===== config.mk =====
export PLATFORM = sky130hd
export DESIGN_NAME = io_bridge
export DESIGN_NICKNAME = d
export VERILOG_FILES = /design/src/rtl/io_bridge.sv
export SDC_FILE = /design/constraint.sdc
export NUM_CORES = 1
export LEC_CHECK = 0
export CAP_MARGIN = 5
export CORE_MARGIN = 2
export CORE_UTILIZATION = 44
export DETAILED_ROUTE_END_ITERATION = 8
export PLACE_DENSITY = 0.91
export RECOVER_POWER = 50
export SKIP_CTS_REPAIR_TIMING = 1
export SKIP_LAST_GASP = 1
export SYNTH_ARGS = -nofsm -noshare
export SYNTH_HDL_FRONTEND = slang
export SYNTH_SLANG_ARGS = --single-unit
export TNS_END_PERCENT = 10

===== constraint.sdc =====
create_clock -name clk -period 3.4 [get_ports clk]
set_clock_uncertainty 0.1 [all_clocks]
set_input_delay 0.85 -clock clk [delete_from_list [all_inputs] [get_ports clk]]
set_output_delay 0.85 -clock clk [all_outputs]
set_load 0.01 [all_outputs]

===== src/rtl/io_bridge.sv =====
// rtl/io_bridge.sv - miniRV data-side bridge: DRAM / LED / switch / button / 7-seg routing
module io_bridge #(
    parameter int SCAN_DIV = 20000,
    parameter int DRAM_AW  = 14
) (
    input  logic               clk,
    input  logic               rst_n,
    input  logic [31:0]        cpu_adr,
    input  logic [31:0]        cpu_wdin,
    input  logic               cpu_we,
    output logic [31:0]        cpu_rd,
    output logic [DRAM_AW-1:0] dram_addr,
    output logic [31:0]        dram_wdin,
    output logic               dram_we,
    input  logic [31:0]        dram_rd,
    input  logic [23:0]        sw,
    input  logic [4:0]         btn,
    output logic [23:0]        led,
    output logic [7:0]         dig_en,
    output logic [7:0]         seg
);

    localparam int CW = (SCAN_DIV > 1) ? $clog2(SCAN_DIV) : 1;
    localparam logic [CW-1:0] CNT_LAST = CW'(SCAN_DIV - 1);

    localparam logic [31:0] ADR_DISP = 32'hFFFF_F000;
    localparam logic [31:0] ADR_LED  = 32'hFFFF_F060;
    localparam logic [31:0] ADR_SW   = 32'hFFFF_F070;
    localparam logic [31:0] ADR_BTN  = 32'hFFFF_F078;

    logic            w_is_dram;
    logic            w_sel_disp;
    logic            w_sel_led;
    logic            w_sel_sw;
    logic            w_sel_btn;
    logic [3:0]      w_nib;
    logic [7:0]      w_dig_next;
    logic [7:0]      w_seg_next;

    logic [31:0]     r_disp;
    logic [23:0]     r_led;
    logic [23:0]     r_sw_m;
    logic [23:0]     r_sw_s;
    logic [4:0]      r_btn_m;
    logic [4:0]      r_btn_s;
    logic [CW-1:0]   r_cnt;
    logic [2:0]      r_idx;
    logic [7:0]      r_dig_en;
    logic [7:0]      r_seg;

    // Active-low {g,f,e,d,c,b,a} glyphs for one hex nibble.
    function automatic logic [6:0] hex7(input logic [3:0] v);
        case (v)
            4'h0:    hex7 = 7'h40;
            4'h1:    hex7 = 7'h79;
            4'h2:    hex7 = 7'h24;
            4'h3:    hex7 = 7'h30;
            4'h4:    hex7 = 7'h19;
            4'h5:    hex7 = 7'h12;
            4'h6:    hex7 = 7'h02;
            4'h7:    hex7 = 7'h78;
            4'h8:    hex7 = 7'h00;
            4'h9:    hex7 = 7'h10;
            4'hA:    hex7 = 7'h08;
            4'hB:    hex7 = 7'h03;
            4'hC:    hex7 = 7'h46;
            4'hD:    hex7 = 7'h21;
            4'hE:    hex7 = 7'h06;
            default: hex7 = 7'h0E;
        endcase
    endfunction

    // Anything outside the top 4 KiB page goes to DRAM; peripherals need an exact match.
    assign w_is_dram  = (cpu_adr[31:12] != 20'hFFFFF);
    assign w_sel_disp = (cpu_adr == ADR_DISP);
    assign w_sel_led  = (cpu_adr == ADR_LED);
    assign w_sel_sw   = (cpu_adr == ADR_SW);
    assign w_sel_btn  = (cpu_adr == ADR_BTN);

    assign dram_addr = cpu_adr[DRAM_AW+1:2];
    assign dram_wdin = cpu_wdin;
    assign dram_we   = cpu_we & w_is_dram;

    assign w_nib      = r_disp[{r_idx, 2'b00} +: 4];
    assign w_dig_next = ~(8'h01 << r_idx);
    assign w_seg_next = {1'b1, hex7(w_nib)};

    assign led    = r_led;
    assign dig_en = r_dig_en;
    assign seg    = r_seg;

    // Load data mux; write-only and unmapped locations read as zero.
    always_comb begin
        cpu_rd = 32'h0;
        if (w_is_dram) begin
            cpu_rd = dram_rd;
        end else if (w_sel_sw) begin
            cpu_rd = {8'h0, r_sw_s};
        end else if (w_sel_btn) begin
            cpu_rd = {27'h0, r_btn_s};
        end
    end

    // Peripheral store registers.
    always_ff @(posedge clk or negedge rst_n) begin
        if (!rst_n) begin
            r_disp <= 32'h0;
            r_led  <= 24'h0;
        end else if (cpu_we) begin
            if (w_sel_disp) r_disp <= cpu_wdin;
            if (w_sel_led)  r_led  <= cpu_wdin[23:0];
        end
    end

    // Two-flop synchronisers for the asynchronous board inputs.
    always_ff @(posedge clk or negedge rst_n) begin
        if (!rst_n) begin
            r_sw_m  <= 24'h0;
            r_sw_s  <= 24'h0;
            r_btn_m <= 5'h0;
            r_btn_s <= 5'h0;
        end else begin
            r_sw_m  <= sw;
            r_sw_s  <= r_sw_m;
            r_btn_m <= btn;
            r_btn_s <= r_btn_m;
        end
    end

    // Scan timer: each digit is held for SCAN_DIV cycles, digit index wraps 7->0.
    always_ff @(posedge clk or negedge rst_n) begin
        if (!rst_n) begin
            r_cnt <= '0;
            r_idx <= 3'd0;
        end else if (r_cnt == CNT_LAST) begin
            r_cnt <= '0;
            r_idx <= r_idx + 3'd1;
        end else begin
            r_cnt <= r_cnt + 1'b1;
        end
    end

    // Registered display pins, one cycle behind the index and display value.
    always_ff @(posedge clk or negedge rst_n) begin
        if (!rst_n) begin
            r_dig_en <= 8'hFE;
            r_seg    <= 8'hC0;
        end else begin
            r_dig_en <= w_dig_next;
            r_seg    <= w_seg_next;
        end
    end

endmodule


== After elaboration in Yosys (flattened, before gate mapping) ==
Memory sizes are Yosys's and may differ from the RTL's. A register that Yosys moved wholly into a read port is not among the register bits.
Index checks and enable logic that the tools add are counted.
Cells by class
  reductions and logical operators: 3
  shift-type cells: 2
  mux-type cells: 4
  equality and inequality tests: 6
  bitwise logic cells: 2
  add/subtract/negate cells: 2
Operator list (number)
  == test 32 bit, second input constant: 4
  two-way mux 32 bit: 2
  indexed part select 32 x 6 -> 4 bit: 1
  != test 20 bit, second input constant: 1
  adder 15 x 1 -> 15 bit, second input constant: 1
  == test 15 bit, second input constant: 1
  two-way mux 15 bit: 1
  inverter 8 bit: 1
  left shift 1 x 3 -> 8 bit, first input constant: 1
  two-way mux 5 bit: 1
  AND reduction 2 bit: 2
  adder 3 x 1 -> 3 bit, second input constant: 1
  AND 1 bit: 1
  zero test 1 bit: 1
Word-level totals
  bits of input ports: 128
  flip-flop bits (word level): 140
  output and inout port bits: 119
  logic and storage cells: 29
  memories: 1
  bits in read-only memories: 112
Memories
  (no name shown): depth 16, width 7, rd ports 1, clocked after memory_dff 1, wr ports 0, line 53  | case (v)

== Longest topological paths before layout ==
  word-level depth: 4
  depth in mapped cells: 9
  mapped depth without buffers: 8

== Worst setup path before layout ==
Ideal clock, no wire load.
  path type: input to output
  from: input port cpu_adr[1]
  to: output port cpu_rd[4]
  path buffers: 1
  data required time: 2450 ps
  setup slack: 298 ps
  arrival: 2152 ps
  stages on the path: 5
  path through: nor4_1 nand2_1 nor4_2 buf_2 a221o_1
Between the ends
  word-level cells in the longest chain between the ends: 4
  elaborated cells between the ends (all ways): 5
  classes of those cells: eq/ne: 2; mux: 3
Ends and longest elaborated chain
  start, declared: line 8  | input logic [31:0] cpu_adr,
  == test 32 bit: line 78  | assign w_sel_btn = (cpu_adr == ADR_BTN);
  two-way mux 5 bit: line 99  | end else if (w_sel_btn) begin
  two-way mux 32 bit (*): line 97  | end else if (w_sel_sw) begin
  two-way mux 32 bit (*): line 95  | if (w_is_dram) begin
  end, declared: line 11  | output logic [31:0] cpu_rd,
Every way passes the cells marked *; elsewhere a longest branch is shown, timed or not.

== Worst setup path after layout ==
  from: input port cpu_adr[6]
  to: output port cpu_rd[2]
The elaborated chain is that of the path after synthesis.

==> run metrics <==
status=finished, violations left; violated checks=capacitance limit, slew limit; drt initial violations=190; Die H=roughly 120 microns; antenna violations before repair=2; Via density=between 4 and 5; cell row count=43; CP startpoint kind=primary input; FILL cells=919; DRC=0; post-synthesis register bit count=147; multiplexer share of the synthesized area=between 10% and 20%; Avg Cell Area, Syn=14.3 sq um; cell leakage power=4.78 nW; top cell type's share of synthesized area=55.3%; DP Cell Count=824; CP Data Required Time=2.45 ns; compound-cell area share of the yosys netlist=5.00%; overflow left after global routing=0; Slew Viols, Final=67; DRT Wirelength=16.5 mm; share of cells above drive strength 1=~22%; Tcrit/Tclk final=99.5%; core area=around 14000 sq um; FF/Latch Area=roughly 3700 sq um; worst-path fanout max=12; Min Hold Slack=~0.25 ns; hold path startpoint=r_btn_m[0]; Synth area leader=dfrtp_1; worst hold path type=reg -> reg; Clock Latency Late Sink=0.41 ns; final setup violation count=0; routability-driven placement congestion ratio=1.07; # IOs=approximately 250; first-pass GRT wire length=24.6 mm; Total GRT Usage=21.8%; post-synth cell types=47; Slew @ Worst Pin=between 1.5 and 2 ns; Max Freq=295 MHz; CTS tree=yes; CTS Root Cell=clkbuf_16; Clock Power Share=a little under half; commonest cells in the synthesized netlist=dfrtp_1, buf_4, mux2_4; CP endpoint kind=primary output; Final ANT Viol Nets=0; EDFF count, synth=0; Die X=124 microns; sw frac=22.5%; register area share after synthesis=58.7%; hold depth=0; Routed WL per cell=19.0 microns; Post-Synthesis Cells=439; vias=4295; HPWL after detailed placement=approximately 12 mm; port bufs=between 200 and 250; clock buffer depth=2; synth top area cells=dfrtp_1, mux2_4, buf_4; power density over the cells=409 nW/um^2; vias in the first global route=4588; combinational power share=between 8 and 9%; Post-Syn Area=6290 sq um; post-synthesis simple-gate area fraction=7.52%; CP Launch Point=cpu_adr[6]; Final Hold Fails=0; RSZ-0062 raised after global routing=yes; Post-Synth Adder-Cell Area=around 2.4%; most frequent cell after synthesis=dfrtp_1; syn nets=579; Power Internal=3.03 mW; Worst Path Arrival=~2.4 ns; Post-synth ARST share=100%; Max Cap Viol=1; Peak VDD IR=between 300 and 400 uV; H-Tree Depth=4; Syn. warnings=0; Multi-input gate area=~2200 sq um; clk sinks=147; initial cell density of the core=45.1%; cells on worst reg2reg path=8; Main synth FF type=dfrtp_1; largest family of logic cells by synthesized area=multiplexers; slew margin rel.=-2.30%; CTS Buf Count=17; Reg power frac=between 40% and 50%; layout net count=814; First-pass DRT Iterations=4; pin count of the biggest net entering global routing=67; worst setup path class=in -> out; Area Overhead vs Synth=52.4%; sw power=between 0.8 and 0.9 mW; Post-Layout Cell Count=869; crit path time final=3.38 ns; XOR/XNOR Fraction of Synth Area=under 10%; die area=15300 sq um; clock-pin slew on the worst setup and hold paths=around 0.06 ns; R2R setup slack=0.62 ns; worst r2r src=r_idx[0]
## worst paths after layout
kind / endpoint
setup / recovery: cpu_rd[2]
hold / removal: r_btn_s[0]
setup reg to reg: seg[3]
hold reg to reg: r_btn_s[0]
max in group asynchronous: r_disp[9]
min in group asynchronous: r_sw_m[9]
## final cells by class
type | instances | share of cell area [%]
antenna | 2 | 0.0522
clock buffer | 19 | 4.62
clock inverter | 13 | 1.33
inverter | 10 | 0.392
multi-input combinational | 220 | 22.7
sequential | 147 | 38.5
tap | 180 | 2.35
timing repair buffer | 278 | 30.1
## cells in the final DEF, fill, tap and decap left out, drive strengths merged, types with 13 or more instances in the layout
cell type / count
clkbuf: 25
and2: 15
dfrtp: 139
dlymetal6s2s: 51
nand2: 20
clkdlybuf4s50: 160
buf: 32
dlygate4sd3: 29
mux2: 57
inv: 13
a22o: 22
nor2: 15
## state kept, by name, summed over array words and instances (netlist names), 7 cells and up
name    cells
r_disp     32
dig_en      8
r_cnt      15
r_sw_m     24
r_sw_s     24
seg         7
led        24
## per-layer routing
layer / part of all wire, % / track usage [%]
met5: 0 / 0
met4: 2.1 / 8.59
met3: 6.1 / 5.58
met2: 53 / 36.9
met1: 39 / 26.7
## metrics by stage
step	worst slack, ns	total power [mW]	cell area (sq um)	utilization [%]	setup TNS (ns)
after floorplan	0.298	1.92	6290	-	0
after global placement	-0.576	2.19	8740	62.7	-16.40
after detailed placement	-0.643	2.19	8740	62.7	-18.13
after CTS	-0.670	3.97	9310	66.8	-18.27
after global routing	-0.0688	4.06	9580	68.8	-0.344
final	0.0154	3.92	9580	68.8	0
## power by group through the flow
stage	registers (mW)	clock network [mW]	logic, mW
after floorplan	1.82	0	0.0945
after global placement	1.83	0	0.358
after detailed placement	1.83	0	0.366
after CTS	1.80	1.81	0.369
after global routing	1.80	1.89	0.373
final	1.80	1.77	0.349
## worst max-delay path, cell delays in order
cell             delay, ns
clkdlybuf4s50_1       0.45
nand2_2               0.15
nor4_4                0.06
buf_4                 0.14
buf_4                 0.13
buf_12                0.14
a221o_1               0.33
dlymetal6s2s_1        0.17
## cells by family (layout without fill, tap and decap cells)
logic type,Yosys count,count (layout)
XOR/XNOR,13,13
other,1,3
AND/OR/NAND/NOR,84,84
buffers and inverters,72,320
adder cells (fa/ha/maj),12,12
AO/OA/AOI/OAI,38,38
multiplexers,72,72
flip-flops,147,147
(Power assumes the default switching activity.)
